===== config.mk =====
export PLATFORM = sky130hd
export DESIGN_NAME = spi_controller_flat
export DESIGN_NICKNAME = d
export VERILOG_FILES = /design/src/rtl/spi_controller_if.sv /design/src/rtl/spi_controller.sv /design/src/flat_wrapper.sv
export SDC_FILE = /design/constraint.sdc
export NUM_CORES = 1
export LEC_CHECK = 0
export ABC_AREA = 1
export CAP_MARGIN = 20
export CELL_PAD_IN_SITES_DETAIL_PLACEMENT = 1
export CELL_PAD_IN_SITES_GLOBAL_PLACEMENT = 1
export CORE_ASPECT_RATIO = 1.4
export CORE_MARGIN = 2
export CORE_UTILIZATION = 40
export DETAILED_ROUTE_END_ITERATION = 16
export HOLD_SLACK_MARGIN = 0.06
export PLACE_DENSITY_LB_ADDON = 0.1
export SYNTH_ARGS = -nofsm -noshare
export SYNTH_HDL_FRONTEND = slang
export SYNTH_SLANG_ARGS = --single-unit

===== constraint.sdc =====
create_clock -name clk -period 2.4 [get_ports clk]
set_clock_uncertainty 0.1 [all_clocks]
set_input_delay 0.48 -clock clk [delete_from_list [all_inputs] [get_ports clk]]
set_output_delay 0.48 -clock clk [all_outputs]
set_load 0.005 [all_outputs]

===== src/rtl/spi_controller_if.sv =====
// Request/status bundle between a requester and spi_controller.
// master = requester side, slave = controller side.
interface spi_controller_if;
    logic       req_valid;
    logic       req_ready;
    logic       req_rw;
    logic [6:0] req_addr;
    logic [7:0] req_data;
    logic       busy;
    logic       done;

    modport master (
        output req_valid, req_rw, req_addr, req_data,
        input  req_ready, busy, done
    );

    modport slave (
        input  req_valid, req_rw, req_addr, req_data,
        output req_ready, busy, done
    );
endinterface


===== src/rtl/spi_controller.sv =====
// Mode-0 SPI write initiator: shifts one 16-bit frame {rw, addr[6:0], data[7:0]}
// MSB first per accepted request, paced by CLK_DIV clk cycles per sCLK level.
//
// state  | meaning
// -------+-----------------------------------------------------------
// IDLE   | ncs high, waiting for req_valid (req_ready = 1)
// LEAD   | ncs low, copi shows frame[15], setup before first rise
// HIGH   | sclk high, copi held; peripheral samples here
// LOW    | sclk low, next bit launched on entry (zero after bit 0)
// GAP    | ncs high deselect time, done pulses on first cycle
module spi_controller #(
    parameter int CLK_DIV = 4
) (
    input  logic             clk,
    input  logic             rst_n,
    spi_controller_if.slave  bus,
    output logic             sclk,
    output logic             ncs,
    output logic             copi
);

    localparam logic [2:0] S_IDLE = 3'd0;
    localparam logic [2:0] S_LEAD = 3'd1;
    localparam logic [2:0] S_HIGH = 3'd2;
    localparam logic [2:0] S_LOW  = 3'd3;
    localparam logic [2:0] S_GAP  = 3'd4;

    localparam logic [7:0] PHASE_LAST = 8'(CLK_DIV - 1);
    localparam logic [4:0] BITS_LAST  = 5'd16;

    logic [2:0]  state;
    logic [7:0]  phase_cnt;
    logic [4:0]  bit_cnt;
    logic [15:0] shift_reg;
    logic        phase_end;

    assign phase_end = (phase_cnt == PHASE_LAST);

    // Sequencer: accept in IDLE, otherwise step phases every CLK_DIV cycles.
    always_ff @(posedge clk) begin
        if (!rst_n) begin
            state     <= S_IDLE;
            phase_cnt <= 8'd0;
            bit_cnt   <= 5'd0;
            shift_reg <= 16'd0;
        end else if (state == S_IDLE) begin
            phase_cnt <= 8'd0;
            if (bus.req_valid) begin
                shift_reg <= {bus.req_rw, bus.req_addr, bus.req_data};
                bit_cnt   <= 5'd0;
                state     <= S_LEAD;
            end
        end else if (!phase_end) begin
            phase_cnt <= phase_cnt + 8'd1;
        end else begin
            phase_cnt <= 8'd0;
            case (state)
                S_LEAD: state <= S_HIGH;
                S_HIGH: begin
                    // Falling-edge launch: shifting in zeros leaves copi low after bit 0.
                    state     <= S_LOW;
                    bit_cnt   <= bit_cnt + 5'd1;
                    shift_reg <= {shift_reg[14:0], 1'b0};
                end
                S_LOW:   state <= (bit_cnt == BITS_LAST) ? S_GAP : S_HIGH;
                S_GAP:   state <= S_IDLE;
                default: state <= S_IDLE;
            endcase
        end
    end

    // All outputs decode registered state only; no input-to-output paths.
    assign sclk          = (state == S_HIGH);
    assign ncs           = !((state == S_LEAD) || (state == S_HIGH) || (state == S_LOW));
    assign copi          = shift_reg[15];
    assign bus.busy      = (state != S_IDLE);
    assign bus.req_ready = (state == S_IDLE);
    assign bus.done      = (state == S_GAP) && (phase_cnt == 8'd0);

endmodule


===== src/flat_wrapper.sv =====
// flat-port wrapper written by rule: the top's interface ports become plain ports
module spi_controller_flat 
#(
    parameter int CLK_DIV = 4
)
  (clk, rst_n, sclk, ncs, copi, bus_req_valid, bus_req_rw, bus_req_addr, bus_req_data, bus_req_ready, bus_busy, bus_done);
  spi_controller_if bus_i ();
  input  logic clk;
  input  logic rst_n;
  output logic sclk;
  output logic ncs;
  output logic copi;
  input wire logic [$bits(bus_i.req_valid)-1:0] bus_req_valid;
  input wire logic [$bits(bus_i.req_rw)-1:0] bus_req_rw;
  input wire logic [$bits(bus_i.req_addr)-1:0] bus_req_addr;
  input wire logic [$bits(bus_i.req_data)-1:0] bus_req_data;
  output wire logic [$bits(bus_i.req_ready)-1:0] bus_req_ready;
  output wire logic [$bits(bus_i.busy)-1:0] bus_busy;
  output wire logic [$bits(bus_i.done)-1:0] bus_done;
  assign bus_i.req_valid = bus_req_valid;
  assign bus_i.req_rw = bus_req_rw;
  assign bus_i.req_addr = bus_req_addr;
  assign bus_i.req_data = bus_req_data;
  assign bus_req_ready = bus_i.req_ready;
  assign bus_busy = bus_i.busy;
  assign bus_done = bus_i.done;
  spi_controller #(.CLK_DIV(CLK_DIV)) u_core (.clk(clk), .rst_n(rst_n), .bus(bus_i), .sclk(sclk), .ncs(ncs), .copi(copi));
endmodule

==> impl_metrics.yaml <==
synth:
  synth_cell_types: 27
  synth_seq_cells: 32
  syn_avg_cell_area_um2: 6.77
  yosysWarnings: 0
  syn_nets: 297
  ys_seq_area_frac: 0.345
  netlist_area_um2: 1850
  netlist_instances: 274
global_route:
  grt_overflow_total: 0
  antenna_found_initial: 0
  grt_max_degree: 23
  grt_pass1_vias: 1831
  grt_usage: 0.204
  grt_pass1_wl_um: 8000
cells_and_area:
  nets: 319
  largest_register_ffs: 16
  layout_commonest_cell: "nand2_1"
  area_delta_synth_final_pct: 17.3
  final_util: 0.484
  drive_above_1_share: 0.108
  antennaDiodeCount: 0
  layout_common_cells: "nand2_1, nor2_1, dfxtp_1, inv_1, nand3_1"
outcome:
  status: "completed"
floorplan:
  core_um2: 4500
  die_h_um: 84.6
  chipWidth_um: 61.5
  start_util: 0.412
  rows: 29
  io_pins: 25
  die_area_um2: 5200
run:
  max_cap_viol_count: 0
cts:
  ctsResizeCount: 0
  clk_latency_ns: 0.29
  cts_buffer_depth: 2
  clockRootBuffer: "clkbuf_8"
  postCtsSetupRepairBufs: 0
  cts.clk_slew.worst_paths_ns: 0.07
  cts.sinks: 32
  cts-htree-levels: 2
  cts-buffers-inserted: 5
  cts_tree: "yes"
  holdBufCountCts: 0
critical_path:
  end_kind: "output pin"
  critPathLaunchType: "flip-flop"
  cp.arrival_ns: 1.63
  critPathMaxFanout: 6
  cp_top_family: "buffers and inverters"
  required_ns: 1.82
  critPathSlowestCell: "clkdlybuf4s50_1"
  criticalPathCategory: "flip-flop to output pin"
  worst_path_largest_cell_delay_ns: 0.53
  critical_path_buf_inv_count: 1
  path_cells: "nor2_1, nand3_1, nor3_1, clkdlybuf4s50_1"
power_and_ir_drop:
  p_leak_nw: 0.979
  power.share.clock: 0.262
  p_per_area_nw_per_um2: 764
  seqPwrFrac: 0.383
  power.share.combinational: 0.355
  p_switching_w: 0.000598
  p_sw_frac: 0.360
  peakVddDrop_v: 0.000496
  p_int_w: 0.00106
sta:
  setup_viol: 0
  finalCritPeriodShare: 0.922
  tns_ns: 0
  fin_crit_ns: 2.21
  max_freq_mhz: 452
  hold_viol: 0
  worstMarginPinSlew_ns: 0.383
  rsz0062_at_grt: "false"
  final_max_slew_viol_count: 0
  slew_headroom: 0.742
routing:
  drcViolationCount: 0
  antenna_left: 0
  wl_per_cell_um: 12.5
  drt_iter0_drc: 23
  vias: 1748
  firstDrtPassIters: 4
  vias_per_cell: 4.87
  wl_um: 4480
placed_design:
  hpwl_um: 3470
  port_buffers: 24
  gp_congestion: 0.726
worst_hold_path:
  min_path_type: "flip-flop to flip-flop"
==> layer usage <==
metal | global-route usage | vias up | wire length [um]
li1 | - | 889 | -
met1 | 0.216 | 825 | 1810
met2 | 0.368 | 23 | 2440
met3 | 0.0416 | 11 | 105
met4 | 0.0851 | 0 | 120
met5 | 0 | - | 0
==> cell families after synthesis <==
logic type / synth area share
AND/OR/NAND/NOR: 0.428
AO/OA/AOI/OAI: 0.0506
flip-flops: 0.345
XOR/XNOR: 0.0189
buffers and inverters: 0.130
adder cells (fa/ha/maj): 0.0270
==> worst paths after layout <==
check / depth (start not counted) / slack (ns) / start / to
hold / removal: 1 / 0.37 / u_core.phase_cnt[0] / u_core.phase_cnt[0]
setup / recovery: 4 / 0.19 / u_core.phase_cnt[5] / bus_done
setup reg to reg: 9 / 0.55 / u_core.state[0] / u_core.shift_reg[14]
hold reg to reg: 1 / 0.37 / u_core.phase_cnt[0] / u_core.phase_cnt[0]
==> power by group through the flow <==
stage	clock [W]	combinational (W)	sequential, W
after CTS	0.000445	0.000604	0.000637
after global routing	0.000467	0.000680	0.000646
after detailed placement	0	0.000602	0.000649
after floorplan	0	0.000474	0.000640
after global placement	0	0.000592	0.000646
final	0.000436	0.000590	0.000637
==> cell type report <==
class	count	area (um2)
Clock buffer	8	90.1
Fill cell	635	2320
Inverter	35	139
Multi-Input combinational cell	196	973
Sequential cell	32	641
Tap cell	62	77.6
Timing Repair Buffer	26	255
==> through the flow <==
step / cell area [um2] / power, W / cells / setup slack (ns) / hold slack, ns
global placement: 2090 / 0.00124 / 351 / 0.500 / 0.347
detailed placement: 2090 / 0.00125 / 351 / 0.481 / 0.355
global route: 2180 / 0.00179 / 359 / 0.0837 / 0.406
finish: 2180 / 0.00166 / 359 / 0.186 / 0.365
floorplan: 1850 / 0.00111 / 274 / 0.891 / 0.330
CTS: 2180 / 0.00169 / 359 / 0.162 / 0.371
==> cells in the mapped netlist, drive strengths merged <==
cell type | n | area, um2
nand3 | 27 | 148
nor2 | 51 | 231
nand2 | 82 | 350
a21oi | 11 | 58.8
inv | 35 | 139
buf | 8 | 90.1
nand3b | 5 | 37.5
nand4 | 2 | 12.5
dfxtp | 32 | 641
clkbuf | 3 | 11.3
o21ai | 7 | 35.0
xor2 | 4 | 35.0
ha | 4 | 50.1
nor3 | 3 | 15.0
Power figures use the tool's default switching activity.
